===== config.mk =====
export PLATFORM = sky130hd
export DESIGN_NAME = stopwatch_core_flat
export DESIGN_NICKNAME = d
export VERILOG_FILES = /design/src/rtl/stopwatch_core_if.sv /design/src/rtl/stopwatch_core.sv /design/src/flat_wrapper.sv
export SDC_FILE = /design/constraint.sdc
export NUM_CORES = 1
export LEC_CHECK = 0
export ABC_AREA = 1
export CORE_AREA = 5 5 51 75
export CTS_CLUSTER_DIAMETER = 100
export CTS_CLUSTER_SIZE = 24
export DETAILED_ROUTE_END_ITERATION = 10
export DIE_AREA = 0 0 56 80
export PLACE_DENSITY = 0.79
export SETUP_SLACK_MARGIN = 0.5
export SYNTH_ARGS = -nofsm -noshare
export SYNTH_HDL_FRONTEND = slang
export SYNTH_SLANG_ARGS = --single-unit

===== constraint.sdc =====
create_clock -name clock_in -period 3.5 [get_ports clock_in]
set_clock_uncertainty 0.15 [all_clocks]
set_input_delay 0.875 -clock clock_in [delete_from_list [all_inputs] [get_ports clock_in]]
set_output_delay 0.875 -clock clock_in [all_outputs]
set_load 0.005 [all_outputs]

===== src/rtl/stopwatch_core_if.sv =====
// -----------------------------------------------------------------------------
// stopwatch_core_if
//
// Purpose: groups the stopwatch's control inputs and display/status outputs
// into one bundle. The divider stage and button front-end drive it through
// the master modport, and stopwatch_core consumes it through the slave modport.
//
// Signals:
//   tick_clk        divided clock, one rising edge per 0.1 s (asynchronous)
//   start_stop_btn  raw level; a rising edge toggles run/pause
//   clear_btn       raw level; a rising edge zeroes the count and goes IDLE
//   lap_btn         raw level; a rising edge toggles lap hold (LAP_EN builds)
//   digit0..digit3  BCD display digits: tenths, seconds units, seconds tens,
//                   minutes
//   running         high in the RUN state
//   overflow        sticky wrap-around flag
//   lap_hold        high while the display is frozen
// -----------------------------------------------------------------------------
interface stopwatch_core_if;
    logic       tick_clk;
    logic       start_stop_btn;
    logic       clear_btn;
    logic       lap_btn;
    logic [3:0] digit0;
    logic [3:0] digit1;
    logic [3:0] digit2;
    logic [3:0] digit3;
    logic       running;
    logic       overflow;
    logic       lap_hold;

    modport master (
        output tick_clk, start_stop_btn, clear_btn, lap_btn,
        input  digit0, digit1, digit2, digit3, running, overflow, lap_hold
    );

    modport slave (
        input  tick_clk, start_stop_btn, clear_btn, lap_btn,
        output digit0, digit1, digit2, digit3, running, overflow, lap_hold
    );
endinterface


===== src/rtl/stopwatch_core.sv =====
// -----------------------------------------------------------------------------
// stopwatch_core
//
// Purpose: tenths-of-a-second stopwatch (M:SS.t). The divided tick clock and
// the three buttons are synchronised into the clock_in domain and turned into
// single-cycle rising-edge pulses. A start/stop/clear state machine gates a
// four-digit BCD counter that wraps after MIN_MAX:59.9 and sets a sticky
// overflow flag.
//
// Configuration:
//   LAP_EN (macro) - when defined, a lap edge freezes the displayed digits
//                    while the internal count keeps running. When undefined,
//                    lap_btn is ignored, lap_hold is tied low and the digits
//                    always show the live count.
//
// Parameters:
//   MIN_MAX   highest minutes digit value (1..9), default 9
//
// Ports:
//   clock_in  system clock, the only clock in the block
//   reset_n   asynchronous, active-low reset
//   bus       stopwatch_core_if.slave: tick/button inputs, digit and status
//             outputs (all outputs registered)
// -----------------------------------------------------------------------------
module stopwatch_core #(
    parameter int unsigned MIN_MAX = 9
) (
    input  logic             clock_in,
    input  logic             reset_n,
    stopwatch_core_if.slave  bus
);

    localparam logic [3:0] MIN_DIGIT = 4'(MIN_MAX);

    // Bit positions of each synchronised input.
    localparam int TICK_BIT = 0;
    localparam int SS_BIT   = 1;
    localparam int CLR_BIT  = 2;

`ifdef LAP_EN
    localparam int LAP_BIT = 3;
    localparam int N_IN    = 4;
`else
    localparam int N_IN    = 3;
`endif

    typedef enum logic [1:0] {
        IDLE  = 2'd0,
        RUN   = 2'd1,
        PAUSE = 2'd2
    } state_t;

    typedef struct packed {
        logic [3:0] d3;   // minutes
        logic [3:0] d2;   // seconds tens
        logic [3:0] d1;   // seconds units
        logic [3:0] d0;   // tenths
    } bcd_t;

    // -------------------------------------------------------------------------
    // Input synchronisers and edge detection
    // -------------------------------------------------------------------------
    logic [N_IN-1:0] raw_in;
    logic [N_IN-1:0] sync1_q;
    logic [N_IN-1:0] sync2_q;
    logic [N_IN-1:0] hist_q;
    logic [N_IN-1:0] edge_p;

`ifdef LAP_EN
    assign raw_in = {bus.lap_btn, bus.clear_btn, bus.start_stop_btn, bus.tick_clk};
`else
    assign raw_in = {bus.clear_btn, bus.start_stop_btn, bus.tick_clk};
`endif

    // NOTE: sequential state uses non-blocking assignments so every flop
    // samples the pre-edge value of its neighbour; blocking here would collapse
    // the two-stage synchroniser into a single stage.
    always_ff @(posedge clock_in or negedge reset_n) begin
        if (!reset_n) begin
            sync1_q <= '0;
            sync2_q <= '0;
            hist_q  <= '0;
        end else begin
            sync1_q <= raw_in;
            sync2_q <= sync1_q;
            hist_q  <= sync2_q;
        end
    end

    // One-cycle pulse on each synchronised rising edge. A level already high
    // when reset releases still yields exactly one pulse.
    assign edge_p = sync2_q & ~hist_q;

    logic tick_p;
    logic ss_p;
    logic clr_p;
    assign tick_p = edge_p[TICK_BIT];
    assign ss_p   = edge_p[SS_BIT];
    assign clr_p  = edge_p[CLR_BIT];

    // -------------------------------------------------------------------------
    // Control FSM: state register
    // -------------------------------------------------------------------------
    state_t state_q;
    state_t state_d;

    always_ff @(posedge clock_in or negedge reset_n) begin
        if (!reset_n) begin
            state_q <= IDLE;
        end else begin
            state_q <= state_d;
        end
    end

    // -------------------------------------------------------------------------
    // Control FSM: next-state logic (clear beats start/stop)
    // -------------------------------------------------------------------------
    // NOTE: every signal assigned in a combinational block gets a default at
    // the top, so no path leaves it unassigned and no latch is inferred.
    always_comb begin
        state_d = state_q;
        if (clr_p) begin
            state_d = IDLE;
        end else if (ss_p) begin
            case (state_q)
                IDLE:    state_d = RUN;
                RUN:     state_d = PAUSE;
                PAUSE:   state_d = RUN;
                default: state_d = IDLE;
            endcase
        end
    end

    // -------------------------------------------------------------------------
    // Control FSM: output / datapath logic
    // -------------------------------------------------------------------------
    bcd_t cnt_q;
    bcd_t cnt_d;
    logic ovf_q;
    logic ovf_d;
    logic run_q;
    logic run_d;

    // A tick counts only in RUN and only when no clear arrives in the same
    // cycle. A start/stop edge in RUN does not suppress the tick: the count
    // advances and the FSM moves to PAUSE on the same edge.
    always_comb begin
        cnt_d = cnt_q;
        ovf_d = ovf_q;
        run_d = (state_d == RUN);
        if (clr_p) begin
            cnt_d = '0;
            ovf_d = 1'b0;
        end else if (tick_p && (state_q == RUN)) begin
            if (cnt_q.d0 != 4'd9) begin
                cnt_d.d0 = cnt_q.d0 + 4'd1;
            end else begin
                cnt_d.d0 = 4'd0;
                if (cnt_q.d1 != 4'd9) begin
                    cnt_d.d1 = cnt_q.d1 + 4'd1;
                end else begin
                    cnt_d.d1 = 4'd0;
                    if (cnt_q.d2 != 4'd5) begin
                        cnt_d.d2 = cnt_q.d2 + 4'd1;
                    end else begin
                        cnt_d.d2 = 4'd0;
                        if (cnt_q.d3 != MIN_DIGIT) begin
                            cnt_d.d3 = cnt_q.d3 + 4'd1;
                        end else begin
                            // Full carry out of the minutes digit: wrap to
                            // zero and keep counting.
                            cnt_d.d3 = 4'd0;
                            ovf_d    = 1'b1;
                        end
                    end
                end
            end
        end
    end

    // NOTE: every flop in the block is reset, so the display, status outputs
    // and FSM return to a known zero state the instant reset_n falls.
    always_ff @(posedge clock_in or negedge reset_n) begin
        if (!reset_n) begin
            cnt_q <= '0;
            ovf_q <= 1'b0;
            run_q <= 1'b0;
        end else begin
            cnt_q <= cnt_d;
            ovf_q <= ovf_d;
            run_q <= run_d;
        end
    end

    assign bus.running  = run_q;
    assign bus.overflow = ovf_q;

    // -------------------------------------------------------------------------
    // Display path
    // -------------------------------------------------------------------------
`ifdef LAP_EN
    logic lap_p;
    logic hold_q;
    logic hold_d;
    bcd_t disp_q;
    bcd_t disp_d;

    assign lap_p = edge_p[LAP_BIT];

    // Lap toggles in RUN; in PAUSE it may only release; IDLE ignores it.
    // On set the display captures the count currently shown; while held it
    // stays frozen; otherwise it tracks the next count so that it equals
    // the live count from the following cycle on.
    always_comb begin
        hold_d = hold_q;
        if (clr_p) begin
            hold_d = 1'b0;
        end else if (lap_p) begin
            if (state_q == RUN) begin
                hold_d = ~hold_q;
            end else if (state_q == PAUSE) begin
                hold_d = 1'b0;
            end
        end

        if (hold_d) begin
            disp_d = hold_q ? disp_q : cnt_q;
        end else begin
            disp_d = cnt_d;
        end
    end

    always_ff @(posedge clock_in or negedge reset_n) begin
        if (!reset_n) begin
            hold_q <= 1'b0;
            disp_q <= '0;
        end else begin
            hold_q <= hold_d;
            disp_q <= disp_d;
        end
    end

    assign bus.digit0   = disp_q.d0;
    assign bus.digit1   = disp_q.d1;
    assign bus.digit2   = disp_q.d2;
    assign bus.digit3   = disp_q.d3;
    assign bus.lap_hold = hold_q;
`else
    assign bus.digit0   = cnt_q.d0;
    assign bus.digit1   = cnt_q.d1;
    assign bus.digit2   = cnt_q.d2;
    assign bus.digit3   = cnt_q.d3;
    assign bus.lap_hold = 1'b0;
`endif

endmodule


===== src/flat_wrapper.sv =====
// flat-port wrapper written by rule: the top's interface ports become plain ports
module stopwatch_core_flat 
#(
    parameter int unsigned MIN_MAX = 9
)
  (clock_in, reset_n, bus_tick_clk, bus_start_stop_btn, bus_clear_btn, bus_lap_btn, bus_digit0, bus_digit1, bus_digit2, bus_digit3, bus_running, bus_overflow, bus_lap_hold);
  stopwatch_core_if bus_i ();
  input  logic clock_in;
  input  logic reset_n;
  input wire logic [$bits(bus_i.tick_clk)-1:0] bus_tick_clk;
  input wire logic [$bits(bus_i.start_stop_btn)-1:0] bus_start_stop_btn;
  input wire logic [$bits(bus_i.clear_btn)-1:0] bus_clear_btn;
  input wire logic [$bits(bus_i.lap_btn)-1:0] bus_lap_btn;
  output wire logic [$bits(bus_i.digit0)-1:0] bus_digit0;
  output wire logic [$bits(bus_i.digit1)-1:0] bus_digit1;
  output wire logic [$bits(bus_i.digit2)-1:0] bus_digit2;
  output wire logic [$bits(bus_i.digit3)-1:0] bus_digit3;
  output wire logic [$bits(bus_i.running)-1:0] bus_running;
  output wire logic [$bits(bus_i.overflow)-1:0] bus_overflow;
  output wire logic [$bits(bus_i.lap_hold)-1:0] bus_lap_hold;
  assign bus_i.tick_clk = bus_tick_clk;
  assign bus_i.start_stop_btn = bus_start_stop_btn;
  assign bus_i.clear_btn = bus_clear_btn;
  assign bus_i.lap_btn = bus_lap_btn;
  assign bus_digit0 = bus_i.digit0;
  assign bus_digit1 = bus_i.digit1;
  assign bus_digit2 = bus_i.digit2;
  assign bus_digit3 = bus_i.digit3;
  assign bus_running = bus_i.running;
  assign bus_overflow = bus_i.overflow;
  assign bus_lap_hold = bus_i.lap_hold;
  stopwatch_core #(.MIN_MAX(MIN_MAX)) u_core (.clock_in(clock_in), .reset_n(reset_n), .bus(bus_i));
endmodule

==> impl_metrics.env, run 1 <==
export IMPL_maxCapViolCount=0
export IMPL_cp_start_kind="flip-flop"
export IMPL_grt_pass1_wl_um=4820
export IMPL_cts_root_buf="clkbuf_8"
export IMPL_dp_cells=212
export IMPL_ys_warn_count=0
export IMPL_hold_end="u_core.sync2_q[2]"
export IMPL_htreeDepth=2
export IMPL_synth_fp_nets=165
export IMPL_cts_buffers=5
export IMPL_grt_pass1_vias=1058
export IMPL_antenna_cells=0
export IMPL_ant_nets=0
export IMPL_yosys_top_cells_area="dfrtp_1 51%, nand2_1 7.4%, ha_1 7.0%"
export IMPL_fin_nets=193
export IMPL_worst_path_largest_cell_delay_ns=0.54
export IMPL_synth_top_area_share_pct=51.0
export IMPL_synth_compound_area_share_pct=7.03
export IMPL_synth_top_cell_by_area="dfrtp_1"
export IMPL_power_per_cell_area_mw_per_mm2=510
export IMPL_period_share_pct=65.6
export IMPL_reg2reg_from="u_core.bus.digit1[1]"
export IMPL_synth_edff_count=0
export IMPL_synth_ff_type="dfrtp_1"
export IMPL_remaining_drc_errors=0
export IMPL_ys_types=22
export IMPL_critPathTopFamily="buffers and inverters"
export IMPL_track_usage_pct=14.0
export IMPL_hpwl_um=2080
export IMPL_setup_viol=0
export IMPL_rsz0062_at_grt="no"
export IMPL_clk_latency_ns=0.28
export IMPL_wl_um=2840
export IMPL_drive_gt1_share_pct=11.7
export IMPL_critPathKind="flip-flop to primary output"
export IMPL_hold_depth=0
export IMPL_ctsResizeCount=0
export IMPL_finalPower_mw=0.911
export IMPL_synth_seq_cells=29
export IMPL_core_area_mm2=0.00310
export IMPL_start_util_pct=46.0
export IMPL_status="finished, final reports clean"
export IMPL_setup_tns_ns=0
export IMPL_crit_slowest_cell="clkdlybuf4s50_1"
export IMPL_synth_fa_ha_area_share_pct=7.03
export IMPL_die_area_mm2=0.00448
export IMPL_grt_max_degree=30
export IMPL_syn_to_final_growth_pct=25.5
export IMPL_worst_r2r_endpoint="u_core.bus.digit2[1]"
export IMPL_row_count=25
export IMPL_arrival_ns=1.27
export IMPL_wl_per_cell_um=13.0
export IMPL_vias_per_cell=5.06
export IMPL_placed_cell_area_mm2=0.00168
export IMPL_period_needed_ns=2.30
export IMPL_fin_cells=219
export IMPL_grt_ovfl_total=0
export IMPL_fin_ws_ns=1.20
export IMPL_reg2reg_slack_ns=1.85
export IMPL_die_x_um=56
export IMPL_drt_iter0_drc=32
export IMPL_slew_violations=0
export IMPL_synth_top_family_by_area="simple AND/OR/NAND/NOR gates"
export IMPL_vias=1109
export IMPL_hold_start="u_core.sync1_q[2]"
export IMPL_cts_tree="done"
export IMPL_first_pass_iters=5
export IMPL_clockBufferDepth=2
export IMPL_postLayoutCellArea_mm2=0.00179
export IMPL_crit_fanout=6
export IMPL_ff2ff_path_depth=8
export IMPL_antenna_found_initial=0
export IMPL_die_height_um=80
export IMPL_path_cells="clkdlybuf4s50_1"
export IMPL_synth_area_mm2=0.00142
export IMPL_vdd_ir_drop_max_mv=0.406
export IMPL_num_io_pins=25
export IMPL_port_buffers=22
export IMPL_cts_clk_slew_worst_paths_ns=0.06
export IMPL_place_congestion=0.775
export IMPL_cts_setup_buffers=0
export IMPL_avgSynthCellArea_um2=9.43
export IMPL_cp_end_kind="primary output"
export IMPL_hold_class="flip-flop to flip-flop"
export IMPL_fmax_ghz=0.435
export IMPL_hold_violations=0
export IMPL_worst_path_buf_inv=1
export IMPL_yosys_mux_area_fraction_pct=0
export IMPL_synthCells=151
export IMPL_dp_slack_ns=1.51
export IMPL_hold_buffers=0
export IMPL_async_flop_share_pct=100
export IMPL_synth_seq_area_share_pct=51.0
export IMPL_cts_sinks=29
export IMPL_yosys_area_share_simple_pct=25.2
export IMPL_p_leak_nw=0.852
export IMPL_yosys_area_share_xor_xnor_pct=3.69
export IMPL_cp_required_ns=2.47
==> per-layer routing <==
| layer | vias up | GRT usage, % | part of all wire (%) |
|---|---|---|---|
| li1 | 539 | - | - |
| met1 | 539 | 14.0 | 38 |
| met2 | 25 | 25.6 | 55 |
| met3 | 6 | 5.18 | 5.1 |
| met4 | 0 | 5.70 | 1.8 |
| met5 | - | 0 | 0 |
==> synth_stat cells, types with 2 or more instances <==
cell type	n
nor2_4	4
nand2_4	3
nand2_2	3
nand4_1	4
o21ai_0	11
nand3_1	15
nor2_1	12
nand2_1	28
inv_1	15
inv_2	2
o21ai_1	3
dfrtp_1	29
ha_1	8
xor2_1	6
==> layout by cell type (no fill, tap or decap) <==
master,count
a21oi_1,1
buf_4,1
bufinv_16,1
clkbuf_8,5
clkdlybuf4s50_1,22
clkinv_2,1
conb_1,1
dfrtp_1,29
ha_1,8
inv_1,15
inv_2,2
nand2_1,28
nand2_2,3
nand2_4,3
nand3_1,15
nand4_1,4
nor2_1,12
nor2_4,4
nor3_1,1
o21ai_0,11
o21ai_1,3
o21bai_4,1
o22ai_1,1
or2_1,1
xor2_1,6
==> metrics by stage <==
stage | utilization [%] | hold slack (ns)
floorplan | - | 0.181
global placement | 54.3 | 0.183
detailed placement | 54.3 | 0.185
CTS | 57.7 | 0.198
global route | 57.7 | 0.204
finish | 57.7 | 0.197
==> cells by family after synthesis <==
logic type | Yosys count
fa+ha+maj | 8
buf+inv | 19
compound gates | 17
other cells | 1
xor+xnor | 6
simple gates | 71
flops | 29
==> worst max-delay path by stage <==
stage                              start              endpoint  slack, ns  depth (start not counted)
floorplan           u_core.bus.digit0[1]  u_core.bus.digit3[1]       2.04                          7
global placement    u_core.bus.digit1[0]         bus_digit1[0]       1.51                          1
detailed placement  u_core.bus.digit1[0]         bus_digit1[0]       1.51                          1
CTS                 u_core.bus.digit1[0]         bus_digit1[0]       1.21                          1
global route        u_core.bus.digit1[2]         bus_digit1[2]       1.16                          1
finish              u_core.bus.digit1[0]         bus_digit1[0]       1.20                          1
==> where the power goes <==
part           switching (mW)  internal (mW)
Sequential             0.0420          0.371
Combinational          0.0795         0.0888
Clock                   0.123          0.206
==> sequential cells by signal, summed over array words and instances, names as in the netlist <==
name,count
u_core.bus.digit0,4
u_core.bus.digit1,4
u_core.bus.digit2,4
u_core.bus.digit3,4
u_core.bus.overflow,1
u_core.bus.running,1
u_core.hist_q,3
u_core.state_q,2
u_core.sync1_q,3
u_core.sync2_q,3
==> area by class of cell <==
type | count | area, um2
Clock buffer | 5 | 68.8
Clock inverter | 2 | 35.0
Fill cell | 261 | 1310
Inverter | 17 | 63.8
Multi-Input combinational cell | 103 | 616
Sequential cell | 29 | 726
Tap cell | 40 | 50.0
Timing Repair Buffer | 23 | 228
(Power assumes the default switching activity.)
==> inputs of run 2 (changes only) <==
--- a/config.mk
+++ b/config.mk
@@ -6,11 +6,11 @@
 export NUM_CORES = 1
 export LEC_CHECK = 0
 export ABC_AREA = 1
-export CORE_AREA = 5 5 51 75
+export CORE_AREA = 5 5 52 77
 export CTS_CLUSTER_DIAMETER = 100
 export CTS_CLUSTER_SIZE = 24
 export DETAILED_ROUTE_END_ITERATION = 10
-export DIE_AREA = 0 0 56 80
+export DIE_AREA = 0 0 57 82
 export PLACE_DENSITY = 0.79
 export SETUP_SLACK_MARGIN = 0.5
 export SYNTH_ARGS = -nofsm -noshare
==> constraint.sdc (replaced) <==
create_clock -name clock_in -period 1.9 [get_ports clock_in]
set_clock_uncertainty 0.15 [all_clocks]
set_input_delay 0.475 -clock clock_in [delete_from_list [all_inputs] [get_ports clock_in]]
set_output_delay 0.475 -clock clock_in [all_outputs]
set_load 0.005 [all_outputs]
==> run 2 against run 1 <==
- wire length is 22% higher
- via count is 9.5% higher
- setup slack worse by 0.85 ns
- final cell count is 16% higher
- design area is 18% higher
- critical endpoint is now bus_digit1[1]
- highest routed layer unchanged
==> impl_metrics.env, run 2 (same netlist as run 1, synthesis figures left out) <==
export IMPL_rsz0062_at_grt="yes"
export IMPL_setup_tns_ns=0
export IMPL_cts_buffers=5
export IMPL_worst_r2r_endpoint="u_core.bus.overflow"
export IMPL_reg2reg_from="u_core.bus.digit1[1]"
export IMPL_die_x_um=57
export IMPL_cts_clk_slew_worst_paths_ns=0.06
export IMPL_die_area_mm2=0.00467
export IMPL_setup_viol=0
export IMPL_status="finished, final reports clean"
export IMPL_final_common_cell="dfrtp_1"
export IMPL_finalPower_mw=1.73
export IMPL_hold_end="u_core.sync2_q[0]"
export IMPL_dp_cells=214
export IMPL_cp_startpoint="u_core.bus.digit1[1]"
export IMPL_arrival_ns=0.92
export IMPL_fmax_ghz=0.646
export IMPL_vdd_ir_drop_max_mv=0.584
export IMPL_met1_length_um=1310
export IMPL_holdWs_ns=0.197
export IMPL_maxCapViolCount=0
export IMPL_dr_wl_met2_um=1970
export IMPL_track_usage_pct=15.8
export IMPL_die_height_um=82
export IMPL_cp_required_ns=1.27
export IMPL_core_area_mm2=0.00332
export IMPL_wl_per_cell_um=13.7
export IMPL_final_cell_mix="27 x dfrtp_1, 26 x buf_4, 24 x nand2_1"
export IMPL_period_needed_ns=1.55
export IMPL_p_leak_nw=1.05
export IMPL_port_buffers=22
export IMPL_grt_max_degree=30
export IMPL_top_layer="met4"
export IMPL_drive_gt1_share_pct=44.5
export IMPL_hold_depth=0
export IMPL_fin_nets=226
export IMPL_wl_met3_um=124
export IMPL_wl_um=3460
export IMPL_hold_class="flip-flop to flip-flop"
export IMPL_hold_violations=0
export IMPL_remaining_drc_errors=0
export IMPL_syn_to_final_growth_pct=48.2
export IMPL_power_per_cell_area_mw_per_mm2=820
export IMPL_crit_fanout=2
export IMPL_clockBufferDepth=2
export IMPL_vias=1214
export IMPL_grt_ovfl_total=0
export IMPL_hpwl_um=1890
export IMPL_period_share_pct=81.4
export IMPL_cts_root_buf="clkbuf_8"
export IMPL_drt_iter0_drc=28
export IMPL_cp_end_kind="primary output"
export IMPL_first_pass_iters=4
export IMPL_start_util_pct=42.9
export IMPL_grt_pass1_vias=1190
export IMPL_antenna_cells=0
export IMPL_place_congestion=0.799
export IMPL_row_count=26
export IMPL_cts_sinks=29
export IMPL_hold_start="u_core.sync1_q[0]"
export IMPL_ant_nets=0
export IMPL_antenna_found_initial=0
export IMPL_slew_violations=0
export IMPL_hold_buffers=0
export IMPL_cts_tree="done"
export IMPL_reg2reg_slack_ns=0.38
export IMPL_num_io_pins=25
export IMPL_fill_cells=265
export IMPL_vias_per_cell=4.80
export IMPL_clk_latency_ns=0.28
export IMPL_htreeDepth=2
export IMPL_cp_start_kind="flip-flop"
export IMPL_grt_pass1_wl_um=5520
export IMPL_critPathKind="flip-flop to primary output"
export IMPL_ff2ff_path_depth=9
export IMPL_fin_cells=253
[run 2: area by class of cell]
type,count,area (um2),area share (%)
multi-input combinational,104,764,36.2
sequential,29,728,34.5
timing repair buffer,55,417,19.8
inverter,17,73.8,3.50
clock buffer,5,68.8,3.26
tap,42,52.6,2.49
clock inverter,1,5.00,0.237
[run 2: worst max path at each step]
stage | depth (start not counted) | endpoint | slack [ns]
global placement | 1 | bus_digit1[0] | 0.30
global route | 9 | u_core.bus.digit3[2] | 0.29
detailed placement | 1 | bus_digit1[0] | 0.30
CTS | 9 | u_core.bus.digit3[1] | 0.43
finish | 2 | bus_digit1[1] | 0.35
floorplan | 7 | u_core.bus.digit3[1] | 0.49
[run 2: metal layers]
layer | track usage [%] | up-vias
met5 | 0 | -
met4 | 7.66 | 0
met3 | 4.09 | 5
met2 | 28.6 | 20
met1 | 16.8 | 586
li1 | - | 603
[run 2: worst max-delay path: stages, from the launching register on]
cell and delay (ns):
dfrtp_1 0.39, buf_4 0.14, buf_2 0.12
[run 2: per-stage QoR]
step	setup WS (ns)	util, %	instance area (um2)
5_1_grt	0.292	63.6	2110
4_1_cts	0.427	60.7	2020
3_3_place_gp	0.301	51.1	1700
2_1_floorplan	0.489	-	1430
3_5_place_dp	0.302	51.1	1700
6_report	0.353	63.6	2110
[run 2: where the power goes]
group | internal (mW) | total [mW] | leakage [nW] | switching, mW
Combinational | 0.276 | 0.550 | 0.643 | 0.274
Sequential | 0.686 | 0.728 | 0.370 | 0.0426
Clock | 0.240 | 0.451 | 0.0399 | 0.211
[run 2: what timing repair did]
item                                    in CTS  in global routing
gates cloned                                 1                  0
setup buffers                               26                  6
resized for setup                          109                 15
endpoints found under the setup margin      31                 35
pin swaps                                   11                 15
==> inputs of run 3 (changes only) <==
--- a/config.mk
+++ b/config.mk
@@ -6,11 +6,11 @@
 export NUM_CORES = 1
 export LEC_CHECK = 0
 export ABC_AREA = 1
-export CORE_AREA = 5 5 52 77
+export CORE_AREA = 5 5 51 75
 export CTS_CLUSTER_DIAMETER = 100
 export CTS_CLUSTER_SIZE = 24
 export DETAILED_ROUTE_END_ITERATION = 10
-export DIE_AREA = 0 0 57 82
+export DIE_AREA = 0 0 56 80
 export PLACE_DENSITY = 0.79
 export SETUP_SLACK_MARGIN = 0.5
 export SYNTH_ARGS = -nofsm -noshare
==> constraint.sdc (replaced) <==
create_clock -name clock_in -period 1.6 [get_ports clock_in]
set_clock_uncertainty 0.15 [all_clocks]
set_input_delay 0.4 -clock clock_in [delete_from_list [all_inputs] [get_ports clock_in]]
set_output_delay 0.4 -clock clock_in [all_outputs]
set_load 0.005 [all_outputs]
==> run 3 against run 2 <==
- final cell count is 0.40% lower
- flip-flop and latch count stayed put
- global-route usage is 2.4 points higher
- sequential power is 18% higher
- utilization is 5.9 points higher
- sequential share of layout area is 0.66 points lower
- count of clock-buffer cells in the layout is 2 higher
- critical path type is now flip-flop to flip-flop
- largest power group unchanged
==> impl_metrics.env, run 3 (same netlist as run 1, synthesis figures left out) <==
export IMPL_vias=1304
export IMPL_grt_max_degree=30
export IMPL_power_per_cell_area_mw_per_mm2=1010
export IMPL_clockBufferDepth=2
export IMPL_die_x_um=56
export IMPL_critPathTopFamily="simple AND/OR/NAND/NOR gates"
export IMPL_dp_cells=218
export IMPL_die_height_um=80
export IMPL_path_cells="buf_4, inv_1, nand3_4, nand2_4, nand2_8, nor2_4, nand2_1, o21ai_1"
export IMPL_start_util_pct=46.0
export IMPL_place_congestion=0.760
export IMPL_cp_end_kind="flip-flop"
export IMPL_crit_slowest_cell="dfrtp_1"
export IMPL_vdd_ir_drop_max_mv=0.843
export IMPL_fmax_ghz=0.645
export IMPL_die_area_mm2=0.00448
export IMPL_ant_nets=0
export IMPL_period_share_pct=96.9
export IMPL_cts_buffers=5
export IMPL_fin_ws_ns=0.0490
export IMPL_slew_violations=0
export IMPL_syn_to_final_growth_pct=51.1
export IMPL_htreeDepth=2
export IMPL_cts_tree="done"
export IMPL_cts_root_buf="clkbuf_8"
export IMPL_final_common_cell="dfrtp_1"
export IMPL_track_usage_pct=18.1
export IMPL_final_cell_mix="27 x dfrtp_1, 24 x buf_4, 19 x nand2_1"
export IMPL_grt_pass1_vias=1320
export IMPL_antenna_cells=0
export IMPL_clk_latency_ns=0.28
export IMPL_drive_gt1_share_pct=46.7
export IMPL_setup_tns_ns=0
export IMPL_fin_cells=252
export IMPL_cts_sinks=29
export IMPL_row_count=25
export IMPL_worst_path_buf_inv=2
export IMPL_hold_violations=0
export IMPL_ff2ff_path_depth=8
export IMPL_critPathKind="flip-flop to flip-flop"
export IMPL_dp_slack_ns=0.0664
export IMPL_period_needed_ns=1.55
export IMPL_cp_start_kind="flip-flop"
export IMPL_hold_buffers=0
export IMPL_grt_pass1_wl_um=6110
export IMPL_setup_viol=0
export IMPL_drt_iter0_drc=47
export IMPL_remaining_drc_errors=0
export IMPL_hold_depth=0
export IMPL_maxCapViolCount=0
export IMPL_first_pass_iters=4
export IMPL_rsz0062_at_grt="yes"
export IMPL_p_leak_nw=1.07
export IMPL_vias_per_cell=5.17
export IMPL_hpwl_um=2170
export IMPL_hold_class="flip-flop to flip-flop"
export IMPL_status="finished, final reports clean"
export IMPL_antenna_found_initial=0
export IMPL_grt_ovfl_total=0
export IMPL_num_io_pins=25
export IMPL_core_area_mm2=0.00310
export IMPL_cts_clk_slew_worst_paths_ns=0.07
export IMPL_port_buffers=22
export IMPL_path_depth=8
export IMPL_arrival_ns=1.61
export IMPL_worst_path_largest_cell_delay_ns=0.38
export IMPL_cp_required_ns=1.66
export IMPL_wl_um=3900
export IMPL_fin_nets=225
export IMPL_crit_fanout=6
export IMPL_wl_per_cell_um=15.5
run 3: cell types whose count changed in the layout (fill, tap and decap cells not counted), moves of 2 or more:
cell / before / now
o21ai_1: 8 / 10
nand2_1: 24 / 19
nand2_2: 4 / 9
o21ai_0: 3 / 1
nand3_2: 3 / 1
nand3_1: 9 / 11
clkbuf_8: 5 / 7
buf_4: 26 / 24
run 3: where the power goes:
| group | internal [mW] | switching, mW | leakage [nW] | total [mW] |
|---|---|---|---|---|
| clock network | 0.388 | 0.288 | 0.0542 | 0.676 |
| logic | 0.310 | 0.333 | 0.648 | 0.643 |
| registers | 0.813 | 0.0477 | 0.370 | 0.861 |
run 3: path summary, 6_finish.rpt:
kind	start	end	slack (ns)
min	u_core.sync1_q[1]	u_core.sync2_q[1]	0.20
max in group asynchronous	reset_n	u_core.bus.digit1[0]	0.79
min in group asynchronous	reset_n	u_core.bus.digit2[0]	0.33
max	u_core.bus.digit0[2]	u_core.bus.digit3[2]	0.05
min reg2reg	u_core.sync1_q[1]	u_core.sync2_q[1]	0.20
max reg2reg	u_core.bus.digit0[2]	u_core.bus.digit3[2]	0.05
run 3: per-layer routing:
metal  wire length (um)  vias to the layer above  track usage [%]
li1                   -                      609                -
met1               1430                      639             17.2
met2               2170                       42             33.5
met3                164                       14             5.83
met4                136                        0             10.5
met5                  0                        -                0
run 3: what timing repair did:
item / in CTS / in global routing
cloned: 1 / 0
pin swaps: 12 / 16
buffers inserted: 22 / 3
resized for setup: 97 / 17
setup endpoints to repair: 37 / 36
run 3: stage by stage:
stage               hold slack, ns  total power, mW  instance area (um2)  util (%)
finish                       0.197             2.18                 2150      69.5
global placement             0.181             1.31                 1790      57.7
global route                 0.193             2.30                 2150      69.5
detailed placement           0.186             1.34                 1790      57.7
floorplan                  -0.0456             1.11                 1470         -
CTS                          0.200             2.11                 2080      67.3
run 3: area by class of cell:
cell class                 instances  area (um2)
timing repair buffer              54         419
clock buffer                       7        96.3
tap                               40        50.0
inverter                          17        76.3
clock inverter                     1        5.00
fill                             222         946
sequential                        29         728
multi-input combinational        104         776
